$ cat config.mk
export PLATFORM = sky130hd
export DESIGN_NAME = oled_disp_ctrl_flat
export DESIGN_NICKNAME = d
export VERILOG_FILES = /design/src/rtl/oled_disp_ctrl_if.sv /design/src/rtl/oled_disp_ctrl.sv /design/src/flat_wrapper.sv
export SDC_FILE = /design/constraint.sdc
export NUM_CORES = 1
export LEC_CHECK = 0
export CAP_MARGIN = 10
export CELL_PAD_IN_SITES_DETAIL_PLACEMENT = 0
export CELL_PAD_IN_SITES_GLOBAL_PLACEMENT = 1
export CORE_MARGIN = 2
export CORE_UTILIZATION = 48
export CTS_BUF_LIST = sky130_fd_sc_hd__clkbuf_2
export CTS_CLUSTER_SIZE = 30
export DETAILED_ROUTE_END_ITERATION = 8
export PLACE_DENSITY = 0.91
export SETUP_SLACK_MARGIN = 0.5
export SKIP_LAST_GASP = 1
export SYNTH_ARGS = -nofsm -noshare
export SYNTH_HDL_FRONTEND = slang
export SYNTH_SLANG_ARGS = --single-unit
$ cat constraint.sdc
create_clock -name clk -period 4.8 [get_ports clk]
set_input_delay 0.96 -clock clk [delete_from_list [all_inputs] [get_ports clk]]
set_output_delay 0.96 -clock clk [all_outputs]
set_load 0.1 [all_outputs]
$ cat src/rtl/oled_disp_ctrl_if.sv
// Purpose : sensor-data and OLED-stage signal bundle for oled_disp_ctrl.
// Latency : wires only, no storage.
// Backpressure: none here; pacing is done by the controller against done_init/done_send_data.
// master : environment side (sensor reading, OLED stage handshake in; display data/triggers out)
// slave  : controller side (mirror of master)
interface oled_disp_ctrl_if;
    logic       sensor_valid;
    logic [7:0] s_I_Temp, s_D_Temp, s_I_RH, s_D_RH;
    logic       done_init;
    logic       done_send_data;
    logic [1:0] mode;
    logic       trig_newd0, trig_newd12;
    logic [7:0] I_Temp, D_Temp, I_RH, D_RH;
    logic [7:0] I_Temp_war, I_Hum_war;
    logic       busy;

    modport master (
        output sensor_valid, s_I_Temp, s_D_Temp, s_I_RH, s_D_RH, done_init, done_send_data,
        input  mode, trig_newd0, trig_newd12, I_Temp, D_Temp, I_RH, D_RH,
               I_Temp_war, I_Hum_war, busy
    );

    modport slave (
        input  sensor_valid, s_I_Temp, s_D_Temp, s_I_RH, s_D_RH, done_init, done_send_data,
        output mode, trig_newd0, trig_newd12, I_Temp, D_Temp, I_RH, D_RH,
               I_Temp_war, I_Hum_war, busy
    );
endinterface

$ cat src/rtl/oled_disp_ctrl.sv
// Purpose : OLED display update controller: button handling, thresholds, paced refresh triggers.
// Latency : sensor_valid -> trigger 2 edges; button -> action 3 cycles (+DEB_CYC when debounced).
// Backpressure: one transfer outstanding; next trigger waits for done_send_data rise (or timeout) + HOLD_CYC.
// Ports: clk, rst_n (async active-low), btn_mode/btn_up/btn_down (raw async buttons),
//        bus (oled_disp_ctrl_if.slave: sensor reading, OLED handshake, display outputs).
// Build option: OLED_CTRL_DEBOUNCE_EN adds per-button stable-time counters (DEB_CYC clocks).
module oled_disp_ctrl #(
    parameter int DEB_CYC       = 1_000_000,
    parameter int HOLD_CYC      = 10_000_000,
    parameter int TIMEOUT_CYC   = 50_000_000,
    parameter int TEMP_WAR_INIT = 35,
    parameter int TEMP_WAR_MAX  = 60,
    parameter int HUM_WAR_INIT  = 80,
    parameter int HUM_WAR_MAX   = 99
) (
    input  logic             clk,
    input  logic             rst_n,
    input  logic             btn_mode,
    input  logic             btn_up,
    input  logic             btn_down,
    oled_disp_ctrl_if.slave  bus
);
    // One counter width serves every counter: sized for the largest cycle parameter.
    localparam int CNT_MAX_A = (HOLD_CYC > TIMEOUT_CYC) ? HOLD_CYC : TIMEOUT_CYC;
    localparam int CNT_MAX   = (DEB_CYC > CNT_MAX_A) ? DEB_CYC : CNT_MAX_A;
    localparam int CW        = $clog2(CNT_MAX + 1);
    localparam logic [CW-1:0] HOLD_LAST = CW'(HOLD_CYC - 1);
    localparam logic [CW-1:0] TO_LAST   = CW'(TIMEOUT_CYC - 1);
    localparam logic [7:0]    TMAX      = 8'(TEMP_WAR_MAX);
    localparam logic [7:0]    HMAX      = 8'(HUM_WAR_MAX);

    typedef enum logic [1:0] {IDLE, TRIG, BUSY, HOLD} state_t;

    // ---------------- buttons: bit0 mode, bit1 up, bit2 down ----------------
    logic [2:0] btn_raw, sync1_q, sync2_q, edge_ref_q, btn_lvl, btn_pulse;
    assign btn_raw = {btn_down, btn_up, btn_mode};

`ifdef OLED_CTRL_DEBOUNCE_EN
    localparam logic [CW-1:0] DEB_LAST = CW'(DEB_CYC - 1);
    logic [2:0]    stable_q;
    logic [CW-1:0] deb_cnt_q [3];

    // A new level is adopted only after it has differed from the stable one for DEB_CYC clocks.
    always_ff @(posedge clk or negedge rst_n) begin
        if (!rst_n) begin
            stable_q <= '0;
            for (int i = 0; i < 3; i++) deb_cnt_q[i] <= '0;
        end else begin
            for (int i = 0; i < 3; i++) begin
                if (sync2_q[i] == stable_q[i]) begin
                    deb_cnt_q[i] <= '0;
                end else if (deb_cnt_q[i] == DEB_LAST) begin
                    stable_q[i]  <= sync2_q[i];
                    deb_cnt_q[i] <= '0;
                end else begin
                    deb_cnt_q[i] <= deb_cnt_q[i] + 1'b1;
                end
            end
        end
    end
    assign btn_lvl = stable_q;
`else
    assign btn_lvl = sync2_q;
`endif

    assign btn_pulse = btn_lvl & ~edge_ref_q;

    // ---------------- mode request, thresholds ----------------
    logic [1:0]  mode_req_q, mode_req_d, mode_q;
    logic [7:0]  temp_war_q, temp_war_d, hum_war_q, hum_war_d;
    logic        adj_up, adj_dn, thr_chg;

    // Simultaneous up and down cancel each other.
    assign adj_up = btn_pulse[1] & ~btn_pulse[2];
    assign adj_dn = btn_pulse[2] & ~btn_pulse[1];

    always_comb begin
        mode_req_d = mode_req_q;
        temp_war_d = temp_war_q;
        hum_war_d  = hum_war_q;
        if (btn_pulse[0]) mode_req_d = (mode_req_q == 2'd2) ? 2'd0 : mode_req_q + 2'd1;
        // Thresholds follow the mode currently on the display.
        if (mode_q == 2'd1) begin
            if (adj_up && temp_war_q < TMAX)  temp_war_d = temp_war_q + 8'd1;
            if (adj_dn && temp_war_q != 8'd0) temp_war_d = temp_war_q - 8'd1;
        end else if (mode_q == 2'd2) begin
            if (adj_up && hum_war_q < HMAX)   hum_war_d = hum_war_q + 8'd1;
            if (adj_dn && hum_war_q != 8'd0)  hum_war_d = hum_war_q - 8'd1;
        end
    end
    assign thr_chg = (temp_war_d != temp_war_q) || (hum_war_d != hum_war_q);

    // ---------------- sensor shadow ----------------
    logic [31:0] shadow_q, disp_q;   // {I_Temp, D_Temp, I_RH, D_RH}
    logic        sv_q;

    always_ff @(posedge clk or negedge rst_n) begin
        if (!rst_n) begin
            sync1_q    <= '0;
            sync2_q    <= '0;
            edge_ref_q <= '0;
            mode_req_q <= 2'd0;
            temp_war_q <= 8'(TEMP_WAR_INIT);
            hum_war_q  <= 8'(HUM_WAR_INIT);
            shadow_q   <= '0;
            sv_q       <= 1'b0;
        end else begin
            sync1_q    <= btn_raw;
            sync2_q    <= sync1_q;
            edge_ref_q <= btn_lvl;
            mode_req_q <= mode_req_d;
            temp_war_q <= temp_war_d;
            hum_war_q  <= hum_war_d;
            sv_q       <= bus.sensor_valid;
            if (bus.sensor_valid)
                shadow_q <= {bus.s_I_Temp, bus.s_D_Temp, bus.s_I_RH, bus.s_D_RH};
        end
    end

    // ---------------- refresh FSM ----------------
    state_t        state_q;
    logic [CW-1:0] cnt_q;
    logic          pending_q, done_q, trig0_q, trig12_q;
    logic          done_rise, timeout_hit, sensor_diff, pend_set;

    assign done_rise   = bus.done_send_data & ~done_q;
    assign timeout_hit = (state_q == BUSY) && !done_rise && (cnt_q == TO_LAST);
    // Compared one cycle after the strobe, once the shadow holds the new reading.
    assign sensor_diff = sv_q && (shadow_q != disp_q);
    assign pend_set    = btn_pulse[0] | thr_chg | sensor_diff | timeout_hit;

    always_ff @(posedge clk or negedge rst_n) begin
        if (!rst_n) begin
            state_q   <= IDLE;
            cnt_q     <= '0;
            pending_q <= 1'b1;
            mode_q    <= 2'd0;
            disp_q    <= '0;
            trig0_q   <= 1'b0;
            trig12_q  <= 1'b0;
            done_q    <= 1'b0;
        end else begin
            trig0_q  <= 1'b0;
            trig12_q <= 1'b0;
            done_q   <= bus.done_send_data;
            if (pend_set) pending_q <= 1'b1;
            case (state_q)
                IDLE: if (pending_q && bus.done_init) begin
                    mode_q   <= mode_req_q;
                    disp_q   <= shadow_q;
                    if (!pend_set) pending_q <= 1'b0;   // a new event this cycle survives
                    trig0_q  <= (mode_req_q == 2'd0);
                    trig12_q <= (mode_req_q != 2'd0);
                    cnt_q    <= '0;
                    state_q  <= TRIG;
                end
                TRIG: begin
                    cnt_q   <= '0;
                    state_q <= BUSY;
                end
                BUSY: if (done_rise || cnt_q == TO_LAST) begin
                    cnt_q   <= '0;
                    state_q <= HOLD;
                end else begin
                    cnt_q <= cnt_q + 1'b1;
                end
                HOLD: if (cnt_q == HOLD_LAST) begin
                    cnt_q   <= '0;
                    state_q <= IDLE;
                end else begin
                    cnt_q <= cnt_q + 1'b1;
                end
                default: state_q <= IDLE;
            endcase
        end
    end

    assign bus.mode        = mode_q;
    assign bus.trig_newd0  = trig0_q;
    assign bus.trig_newd12 = trig12_q;
    assign bus.I_Temp      = disp_q[31:24];
    assign bus.D_Temp      = disp_q[23:16];
    assign bus.I_RH        = disp_q[15:8];
    assign bus.D_RH        = disp_q[7:0];
    assign bus.I_Temp_war  = temp_war_q;
    assign bus.I_Hum_war   = hum_war_q;
    assign bus.busy        = (state_q != IDLE);
endmodule

$ cat src/flat_wrapper.sv
// flat-port wrapper written by rule: the top's interface ports become plain ports
module oled_disp_ctrl_flat 
#(
    parameter int DEB_CYC       = 1_000_000,
    parameter int HOLD_CYC      = 10_000_000,
    parameter int TIMEOUT_CYC   = 50_000_000,
    parameter int TEMP_WAR_INIT = 35,
    parameter int TEMP_WAR_MAX  = 60,
    parameter int HUM_WAR_INIT  = 80,
    parameter int HUM_WAR_MAX   = 99
)
  (clk, rst_n, btn_mode, btn_up, btn_down, bus_sensor_valid, bus_s_I_Temp, bus_s_D_Temp, bus_s_I_RH, bus_s_D_RH, bus_done_init, bus_done_send_data, bus_mode, bus_trig_newd0, bus_trig_newd12, bus_I_Temp, bus_D_Temp, bus_I_RH, bus_D_RH, bus_I_Temp_war, bus_I_Hum_war, bus_busy);
  oled_disp_ctrl_if bus_i ();
  input  logic clk;
  input  logic rst_n;
  input  logic btn_mode;
  input  logic btn_up;
  input  logic btn_down;
  input wire logic [$bits(bus_i.sensor_valid)-1:0] bus_sensor_valid;
  input wire logic [$bits(bus_i.s_I_Temp)-1:0] bus_s_I_Temp;
  input wire logic [$bits(bus_i.s_D_Temp)-1:0] bus_s_D_Temp;
  input wire logic [$bits(bus_i.s_I_RH)-1:0] bus_s_I_RH;
  input wire logic [$bits(bus_i.s_D_RH)-1:0] bus_s_D_RH;
  input wire logic [$bits(bus_i.done_init)-1:0] bus_done_init;
  input wire logic [$bits(bus_i.done_send_data)-1:0] bus_done_send_data;
  output wire logic [$bits(bus_i.mode)-1:0] bus_mode;
  output wire logic [$bits(bus_i.trig_newd0)-1:0] bus_trig_newd0;
  output wire logic [$bits(bus_i.trig_newd12)-1:0] bus_trig_newd12;
  output wire logic [$bits(bus_i.I_Temp)-1:0] bus_I_Temp;
  output wire logic [$bits(bus_i.D_Temp)-1:0] bus_D_Temp;
  output wire logic [$bits(bus_i.I_RH)-1:0] bus_I_RH;
  output wire logic [$bits(bus_i.D_RH)-1:0] bus_D_RH;
  output wire logic [$bits(bus_i.I_Temp_war)-1:0] bus_I_Temp_war;
  output wire logic [$bits(bus_i.I_Hum_war)-1:0] bus_I_Hum_war;
  output wire logic [$bits(bus_i.busy)-1:0] bus_busy;
  assign bus_i.sensor_valid = bus_sensor_valid;
  assign bus_i.s_I_Temp = bus_s_I_Temp;
  assign bus_i.s_D_Temp = bus_s_D_Temp;
  assign bus_i.s_I_RH = bus_s_I_RH;
  assign bus_i.s_D_RH = bus_s_D_RH;
  assign bus_i.done_init = bus_done_init;
  assign bus_i.done_send_data = bus_done_send_data;
  assign bus_mode = bus_i.mode;
  assign bus_trig_newd0 = bus_i.trig_newd0;
  assign bus_trig_newd12 = bus_i.trig_newd12;
  assign bus_I_Temp = bus_i.I_Temp;
  assign bus_D_Temp = bus_i.D_Temp;
  assign bus_I_RH = bus_i.I_RH;
  assign bus_D_RH = bus_i.D_RH;
  assign bus_I_Temp_war = bus_i.I_Temp_war;
  assign bus_I_Hum_war = bus_i.I_Hum_war;
  assign bus_busy = bus_i.busy;
  oled_disp_ctrl #(.DEB_CYC(DEB_CYC), .HOLD_CYC(HOLD_CYC), .TIMEOUT_CYC(TIMEOUT_CYC), .TEMP_WAR_INIT(TEMP_WAR_INIT), .TEMP_WAR_MAX(TEMP_WAR_MAX), .HUM_WAR_INIT(HUM_WAR_INIT), .HUM_WAR_MAX(HUM_WAR_MAX)) u_core (.clk(clk), .rst_n(rst_n), .btn_mode(btn_mode), .btn_up(btn_up), .btn_down(btn_down), .bus(bus_i));
endmodule
==> qor.yml, run 1 <==
status: "finished, final reports clean"
numCtsBuffers: 17
setup.worst_path.start_class: "register"
cts_tree: "built"
yosys-top-cells-count: "dfrtp_1, mux2_2, xor2_1"
r2r_cells: 5
fmax_ghz: 0.279
yosysSeqAreaShare_pct: 52.0
ant_nets: 0
ys_ff_latch: 126
fin_crit_ns: 3.58
fin_setup_tns_ns: 0
cts_sinks: 126
slowest_stage: "clkdlybuf4s50_1"
drv_slew: 0
async_flop_share_pct: 100
syn_inst: 524
syn_nets: 574
cp.arrival_ns: 2.62
die_w_um: 117
synth.avg_cell_area_um2: 11.6
drive_gt1_share_pct: 18.4
antenna_found_initial: 1
placedCellCount: 777
synth_top_area_share_pct: 49.4
min_delay_path_depth: 0
vias_per_cell: 5.52
stdcell_area_mm2: 0.00741
place_congestion: 0.869
p_int_mw: 2.40
port_buffers: 92
syn_area_mm2: 0.00608
r2r-start: "u_core.cnt_q[13]"
grt_pass1_wl_um: 22000
drv_cap: 0
dr.pass1.iters: 5
worstHoldStart: "u_core.sync1_q[0]"
ios: 93
grt_max_degree: 80
track_usage_pct: 21.1
cts.path.max_buffers: 2
htree_levels: 4
place_area_mm2: 0.00718
drt_wl_total_um: 13100
die_h_um: 117
die_area_mm2: 0.0136
synth-edff-count: 0
holdPathEnd: "u_core.btn_lvl[0]"
finalHoldViolations: 0
timing.rr.end: "u_core.state_q[1]"
drc: 0
yosysTopAreaCell: "dfrtp_1"
clk_pin_slew_worst_paths_ns: 0.17
p_leak_nw: 3.08
ys_top_cells_by_area: "dfrtp_1, mux2_2, xor2_1, dfstp_2, nand2_1"
yosysWarnings: 0
p_sw_mw: 2.69
p_clk_share_pct: 12.9
switching_share_pct: 52.9
drt-met1-wl_um: 5590
routed-wl-met3_um: 955
start_util_pct: 48.7
worst_ir_drop_vdd_mv: 0.594
dr.first_iter.drc_count: 297
clk_latency_ns: 0.68
tightest_slew_ns: 1.01
nNetsFinal: 674
num_vias: 4460
ys_types: 63
post_cts_buffers: 0
instances_no_fill: 808
r2r_slack_ns: 2.11
avgRoutedWirePerCell_um: 16.2
finalClockSkew_ns: 0.0258
cp-end-kind: "output pin"
required_ns: 3.84
p_per_area_mw_per_mm2: 688
wl_met2_um: 6310
cts-hold-fix-buffers: 0
hpwl_um: 9300
synthFlopType: "dfrtp_1"
slew_headroom_pct: 32.3
slowest_delay_ns: 1.12
period_share_pct: 74.6
crit_chain: "inv_1 > ha_1 > inv_1 > clkdlybuf4s50_1"
finalSetupViolations: 0
grt_pass1_vias: 4516
cts_root_buf: "clkbuf_2"
hold_path_class: "register to register"
rows: 41
crit_type: "register to output pin"
cts_resized: 0
synth.most_common_cell: "dfrtp_1"
combPwrFrac_pct: 55.0
grt_setup_unrepaired: "no"
crit_fanout: 6
grt.overflow.total: 0
coreArea_mm2: 0.0125
crit_top_cell: "inv_1"
p_seq_share_pct: 32.1
top_layer: "met4"
area_growth_pct: 21.9
-- through the flow --
step | hold slack, ns | utilization, % | total power, mW | worst slack [ns]
2_1_floorplan | 0.331 | - | 3.77 | 2.22
3_3_place_gp | 0.333 | 57.6 | 4.42 | 1.81
3_5_place_dp | 0.335 | 57.6 | 4.47 | 1.76
4_1_cts | 0.367 | 59.4 | 5.13 | 1.14
5_1_grt | 0.412 | 59.4 | 5.35 | 1.05
6_report | 0.373 | 59.4 | 5.09 | 1.22
-- cell type report --
class	instances	area, um^2
Fill cell	1030	5060
Sequential cell	126	3160
Multi-Input combinational cell	370	2810
Timing Repair Buffer	96	948
Tap cell	172	215
Clock inverter	9	120
Clock buffer	21	105
Inverter	13	48.8
Antenna cell	1	2.50
-- power groups by stage --
stage                     clock network, mW  logic (mW)  registers, mW
final                                 0.656        2.80           1.64
after global routing                  0.728        2.93           1.68
after CTS                             0.677        2.82           1.64
after detailed placement                  0        2.81           1.66
after global placement                    0        2.78           1.64
after floorplan                           0       0.770           3.00
-- critical path: cells and delay by family, from the launching register on --
family     cells  cell delay [ns]
fa+ha+maj      1             0.28
buf+inv        3             1.27
flops          1             0.41
-- flip-flops by register name, indices dropped and copies added, names as in the netlist, 3 cells and up --
register,count
u_core.disp_q,32
u_core.shadow_q,32
u_core.cnt_q,26
u_core.bus.I_Hum_war,8
u_core.bus.I_Temp_war,8
u_core.btn_lvl,3
u_core.edge_ref_q,3
u_core.sync1_q,3
-- how the worst max path moves through the flow --
stage                                  startpoint                      end  cells past startpoint
after floorplan           u_core.bus.I_Hum_war[1]  u_core.bus.I_Hum_war[5]                      7
after global placement         bus_done_send_data        u_core.state_q[1]                      6
after detailed placement            bus_done_init         u_core.disp_q[8]                      3
after CTS                       u_core.state_q[0]                 bus_busy                      4
after global routing            u_core.state_q[0]                 bus_busy                      4
final                           u_core.state_q[0]                 bus_busy                      4
-- kinds of logic after synthesis --
logic type	after synthesis	share of synthesized area, %
simple gates	161	14.5
flops	126	52.0
compound gates	73	8.50
mux	71	13.1
xor+xnor	55	7.93
buf+inv	28	1.87
fa+ha+maj	10	2.06
-- cells in the final DEF (no fill, tap or decap), drive strengths merged, types with 8 or more instances in the layout --
| cell type | count |
|---|---|
| a21oi | 10 |
| clkbuf | 21 |
| clkdlybuf4s50 | 91 |
| dfrtp | 120 |
| ha | 10 |
| inv | 13 |
| mux2 | 68 |
| nand2 | 35 |
| nand3 | 12 |
| nand4 | 20 |
| nor2 | 29 |
| nor3 | 9 |
| nor4 | 15 |
| o21ai | 19 |
| xnor2 | 8 |
| xor2 | 47 |
-- routing by layer --
metal	up-vias	track usage, %
li1	2110	-
met3	24	7.32
met1	2172	26.9
met2	154	33.1
met4	0	8.89
met5	-	0
No activity file was read; power rests on OpenSTA's default activity.
==> inputs of run 2 (changes only) <==
Settings changed: CORE_UTILIZATION 48 to 40, PLACE_DENSITY 0.91 to 0.81.
Clock period 4.8 ns to 3.06 ns, I/O delays scaled along.
==> run 2 against run 1 <==
Register-to-register slack lost 1.3 ns; global-route usage shrank 3.6 points; via count shrank 1.4%; clock-buffer cell count shrank 4; critical path type unchanged; die area grew 19%; wire length grew 2.2%; design area shrank 0.76%; clock skew shrank 0.0021 ns; cell count grew 2.6%; core utilization shrank 11 points; combinational power grew 54%.
==> qor.yml, run 2 (synthesis gave the netlist of run 1 again) <==
ios: 93  # unchanged
timing.rr.end: "u_core.cnt_q[1]"  # was u_core.state_q[1]
start_util_pct: 40.4  # was 48.7%
path_delay_family: "flip-flops"  # was buffers and inverters
fin_setup_tns_ns: 0  # unchanged
die_area_mm2: 0.0162  # was 0.0136 mm^2
num_vias: 4399  # was 4460
tightest_slew_ns: 0.917  # was 1.01 ns
track_usage_pct: 17.6  # was 21.1%
crit_top_cell: "inv_1"  # unchanged
coreArea_mm2: 0.0150  # was 0.0125 mm^2
antenna_found_initial: 0  # was 1
cp.arrival_ns: 1.77  # was 2.62 ns
dr.pass1.iters: 4  # was 5
setup.worst_path.start_class: "register"  # unchanged
post_cts_buffers: 0  # unchanged
drc: 0  # unchanged
grt_most_used_layer: "met2"  # unchanged
r2r_cells: 5  # unchanged
cts_root_buf: "clkbuf_2"  # unchanged
drv_slew: 0  # unchanged
slowest_delay_ns: 0.44  # was 1.12 ns
final_cell_mix: "dfrtp_1, mux2_2, buf_4, xor2_1, clkdlybuf4s50_1"  # was dfrtp_1, clkdlybuf4s50_1, mux2_2, xor2_1, nand2_1
cts_tree: "built"  # unchanged
finalSetupViolations: 0  # unchanged
p_leak_nw: 3.16  # was 3.08 nW
drv_cap: 0  # unchanged
grt_max_degree: 76  # was 80
power.total_mw: 7.90  # was 5.09 mW
r2r-start: "u_core.cnt_q[13]"  # unchanged
cts_sinks: 126  # unchanged
status: "finished, final reports clean"  # unchanged
crit_buf_inv: 3  # unchanged
finalHoldViolations: 0  # unchanged
vias_per_cell: 5.31  # was 5.52
ant_nets: 0  # unchanged
cp-end-kind: "output pin"  # unchanged
hold_path_class: "primary input to asynchronous set/reset pin"  # was register to register
met1_usage_pct: 21.5  # was 26.9%
grt_use_met3_pct: 7.41  # was 7.32%
fin_util_pct: 48.9  # was 59.4%
rows: 45  # was 41
use_met2_pct: 27.9  # was 33.1%
crit_fanout: 6  # unchanged
clk_latency_ns: 0.70  # was 0.68 ns
placedCellCount: 796  # was 777
place_congestion: 0.917  # was 0.869
grt_setup_unrepaired: "no"  # unchanged
fin_crit_ns: 2.38
period_share_pct: 77.9
clk_pin_slew_worst_paths_ns: 0.20  # was 0.17 ns
dp_slack_ns: 0.589  # was 1.76 ns
hpwl_um: 9660  # was 9300 um
drt_wl_total_um: 13400  # was 13100 um
drive_gt1_share_pct: 27.9  # was 18.4%
cp.depth: 4  # unchanged
layout_setup_ws_ns: 0.676  # was 1.22 ns
numCtsBuffers: 17  # unchanged
required_ns: 2.45  # was 3.84 ns
layout_commonest_cell: "dfrtp_1"  # unchanged
dr.first_iter.drc_count: 166  # was 297
antennaDiodeCount: 0  # was 1
slew_headroom_pct: 38.3  # was 32.3%
crit_type: "register to output pin"  # unchanged
top_regs: "u_core.disp_q (32), u_core.shadow_q (32), u_core.cnt_q (26)"  # unchanged
crit_chain: "inv_1 > ha_2 > inv_1 > buf_4"  # was inv_1 > ha_1 > inv_1 > clkdlybuf4s50_1
grt_pass1_wl_um: 22200  # was 22000 um
p_per_area_mw_per_mm2: 1070  # was 688 mW/mm^2
grt_pass1_vias: 4445  # was 4516
instances_no_fill: 829  # was 808
die_h_um: 127  # was 117 um
htree_levels: 4  # unchanged
cts.path.max_buffers: 2  # unchanged
worst_ir_drop_vdd_mv: 0.972  # was 0.594 mV
avgRoutedWirePerCell_um: 16.2  # about the same
port_buffers: 92  # unchanged
area_growth_pct: 21.0  # was 21.9%
slowest_stage: "dfrtp_1"  # was clkdlybuf4s50_1
finalClockSkew_ns: 0.0237  # was 0.0258 ns
fmax_ghz: 0.419
r2r_slack_ns: 0.78  # was 2.11 ns
nNetsFinal: 678  # was 674
die_w_um: 127  # was 117 um
grt.overflow.total: 0  # unchanged
==> run 2: cell types whose count changed in the layout (fill, tap and decap cells not counted), moves of 2 or more <==
cell             before  now
dfrtp_2               0    2
clkinvlp_4            1    3
clkdlybuf4s50_1      91   38
buf_4                 5   60
clkinv_4              0    2
dfrtp_1             120  118
clkbuf_2             21   17
inv_6                 0    2
==> run 2: worst max path at each step <==
stage | startpoint | slack [ns] | endpoint
final | u_core.state_q[0] | 0.68 | bus_busy
after global placement | bus_done_send_data | 0.64 | u_core.cnt_q[7]
after detailed placement | bus_done_send_data | 0.59 | u_core.cnt_q[7]
after floorplan | u_core.bus.I_Temp_war[2] | 0.51 | u_core.bus.I_Temp_war[7]
after CTS | u_core.state_q[0] | 0.51 | bus_busy
after global routing | u_core.state_q[0] | 0.51 | bus_busy
==> run 2: power breakdown <==
group          switching, mW  internal, mW  leakage (nW)
Clock                  0.642         0.369         0.135
Combinational           3.19          1.13          1.48
Sequential             0.463          2.10          1.55
==> run 2: cell type report <==
type	instances	area, um^2
fill	1358	7680
sequential	126	3160
multi-input combinational	370	2810
timing repair buffer	100	861
tap	188	235
clock inverter	15	145
clock buffer	17	85.1
inverter	13	48.8
==> run 2: metrics by stage <==
stage / cell area (um^2) / hold slack [ns]
after global routing: 7350 / 0.241
after detailed placement: 7100 / 0.336
after CTS: 7340 / 0.242
after global placement: 7100 / 0.341
after floorplan: 6080 / 0.316
final: 7350 / 0.306
==> run 2: per-layer routing <==
metal  vias to the layer above  share of wire (%)
li1                       2109                  -
met5                         -                  0
met2                       128                 47
met1                      2141                 43
met4                         0                2.0
met3                        21                8.3
==> run 2: repair_timing <==
action,CTS,global route
setup endpoints to repair,0,3
hold buffers,1,0
endpoints found under the hold margin,20,0
resized for setup,0,2
==> inputs of run 3 (changes only) <==
Clock period 3.06 ns to 2.18 ns, I/O delays scaled along.
==> run 3 against run 2 <==
First-iteration DRC count increased by 33%; sequential power rose by 46%; design area up 33%; clock skew increased by 0.013 ns; register-to-register slack worse by 0.67 ns; largest power group unchanged.
==> qor.yml, run 3 (synthesis gave the netlist of run 1 again) <==
worstHoldStart: "btn_down"
holdPathEnd: "u_core.sync1_q[2]"
vias_per_cell: 5.46  # was 5.31
r2r_cells: 5  # unchanged
hpwl_um: 9590  # was 9660 um
grt_pass1_wl_um: 27400  # was 22200 um
grt_max_degree: 49  # was 76
slowest_stage: "dfrtp_1"  # unchanged
cp-end-kind: "output pin"  # unchanged
numCtsBuffers: 17  # unchanged
final_cell_mix: "buf_4, dfrtp_1, mux2_2, buf_12, xor2_1"  # was dfrtp_1, mux2_2, buf_4, xor2_1, clkdlybuf4s50_1
start_util_pct: 40.4  # unchanged
htree_levels: 4  # unchanged
drc: 0  # unchanged
top_regs: "u_core.disp_q (32), u_core.shadow_q (32), u_core.cnt_q (26)"  # unchanged
antenna_found_initial: 0  # unchanged
drv_slew: 0  # unchanged
combPwrFrac_pct: 64.6  # was 54.8%
min_delay_path_depth: 1
drt_wl_total_um: 17000  # was 13400 um
r2r_slack_ns: 0.11  # was 0.78 ns
dr.first_iter.drc_count: 220  # was 166
p_seq_share_pct: 25.4  # was 32.4%
drv_cap: 0  # unchanged
crit_chain: "inv_2 > ha_4 > buf_6 > inv_4 > buf_12"  # was inv_1 > ha_2 > inv_1 > buf_4
die_h_um: 127  # unchanged
drive_gt1_share_pct: 51.0  # was 27.9%
worst_ir_drop_vdd_mv: 1.19  # was 0.972 mV
nFillCells: 1099  # was 1358
clk_latency_ns: 0.71  # was 0.70 ns
finalHoldViolations: 0  # unchanged
finalClockSkew_ns: 0.0364  # was 0.0237 ns
place_congestion: 0.891  # was 0.917
cts_tree: "built"  # unchanged
num_vias: 5229  # was 4399
status: "finished, final reports clean"  # unchanged
dr.pass1.iters: 5  # was 4
avgRoutedWirePerCell_um: 17.8  # was 16.2 um
p_int_mw: 7.63  # was 3.60 mW
coreArea_mm2: 0.0150  # unchanged
layout_commonest_cell: "buf_4"  # was dfrtp_1
fin_crit_ns: 2.10
p_sw_mw: 7.07  # was 4.30 mW
nNetsFinal: 807  # was 678
crit_fanout: 2  # was 6
p_clk_share_pct: 10.0  # was 12.8%
rows: 45  # unchanged
die_w_um: 127  # unchanged
hold_path_class: "primary input to register"  # was primary input to asynchronous set/reset pin
ios: 93  # unchanged
finalSetupViolations: 0  # unchanged
grt_pass1_vias: 5375  # was 4445
setup.worst_path.start_class: "register"  # unchanged
p_per_area_mw_per_mm2: 1510  # was 1070 mW/mm^2
slew_headroom_pct: 66.0  # was 38.3%
grt.overflow.total: 0  # unchanged
period_share_pct: 96.5
fmax_ghz: 0.475
ant_nets: 0  # unchanged
placedCellCount: 807  # was 796
antennaDiodeCount: 0  # unchanged
cts_sinks: 126  # unchanged
required_ns: 1.74  # was 2.45 ns
timing.rr.end: "u_core.bus.I_Hum_war[6]"  # was u_core.cnt_q[1]
grt_setup_unrepaired: "yes"  # was no
cts_root_buf: "clkbuf_2"  # unchanged
tightest_slew_ns: 0.506  # was 0.917 ns
switching_share_pct: 48.1  # was 54.4%
track_usage_pct: 21.3  # was 17.6%
die_area_mm2: 0.0162  # unchanged
clk_pin_slew_worst_paths_ns: 0.20  # about the same
fin_setup_tns_ns: 0  # unchanged
crit_type: "register to output pin"  # unchanged
area_growth_pct: 60.6  # was 21.0%
cp.arrival_ns: 1.67  # was 1.77 ns
cts.path.max_buffers: 2  # unchanged
instances_no_fill: 958  # was 829
p_leak_nw: 4.18  # was 3.16 nW
port_buffers: 92  # unchanged
slowest_delay_ns: 0.42  # was 0.44 ns
r2r-start: "u_core.bus.I_Hum_war[5]"  # was u_core.cnt_q[13]
power.total_mw: 14.7  # was 7.90 mW
[run 3: cell count changes in the layout (fill, tap and decap cells not counted), sizes merged]
cell	change
clkinv	-4
clkbuf	+4
buf	+127
clkinvlp	+2
[run 3: worst max-delay path by stage]
stage	start	to	slack, ns	cells after the start
CTS	u_core.state_q[1]	bus_busy	0.04	5
floorplan	u_core.bus.I_Hum_war[5]	u_core.bus.I_Hum_war[6]	0.08	5
global route	u_core.state_q[0]	bus_busy	-0.03	5
detailed placement	bus_done_init	u_core.cnt_q[7]	0.13	5
global placement	bus_done_send_data	u_core.cnt_q[0]	0.15	6
finish	u_core.state_q[0]	bus_busy	0.08	5
[run 3: final cells by class]
class / instances / area, um^2 / share of cell area (%)
clock buffers: 19 / 95.1 / 0.974
flip-flops and latches: 126 / 3210 / 32.9
well taps: 188 / 235 / 2.41
repair buffers: 229 / 2730 / 28.0
inverters: 13 / 61.3 / 0.628
multi-input cells: 370 / 3290 / 33.7
clock inverters: 13 / 141 / 1.45
[run 3: power by group through the flow]
stage | registers [mW] | clock network (mW) | logic, mW
2_1_floorplan | 6.69 | 0 | 1.95
3_3_place_gp | 3.70 | 0 | 6.50
3_5_place_dp | 3.74 | 0 | 6.57
4_1_cts | 3.69 | 1.51 | 8.96
5_1_grt | 3.82 | 1.63 | 9.86
6_report | 3.73 | 1.47 | 9.50
[run 3: repair_timing]
item	CTS	global route
endpoints found under the hold margin	109	0
hold buffers	1	0
buffers inserted	88	26
gates cloned	2	2
gates resized for setup	197	38
pin swaps	40	19
setup endpoints to repair	99	129
[run 3: stage by stage]
| stage | setup slack (ns) | hold WS, ns | util (%) | area [um^2] |
|---|---|---|---|---|
| floorplan | 0.0805 | 0.140 | - | 6340 |
| CTS | 0.0397 | 0.129 | 62.4 | 9380 |
| global placement | 0.147 | 0.336 | 50.4 | 7580 |
| detailed placement | 0.132 | 0.336 | 50.4 | 7580 |
| finish | 0.0759 | 0.170 | 64.9 | 9760 |
| global route | -0.0315 | 0.0883 | 64.9 | 9760 |
[run 3: critical path: cells and delay by family (launching register included)]
kind / cells / cell delay (ns)
DFF: 1 / 0.42
buffers and inverters: 4 / 0.39
adders and majority gates: 1 / 0.16
[run 3: per-layer routing]
layer / vias up / share of wire, % / track usage, %
met5: - / 0 / 0
met4: 0 / 2.0 / 8.08
met3: 29 / 6.6 / 7.16
met2: 152 / 51 / 35.5
met1: 2665 / 40 / 25.6
li1: 2383 / - / -
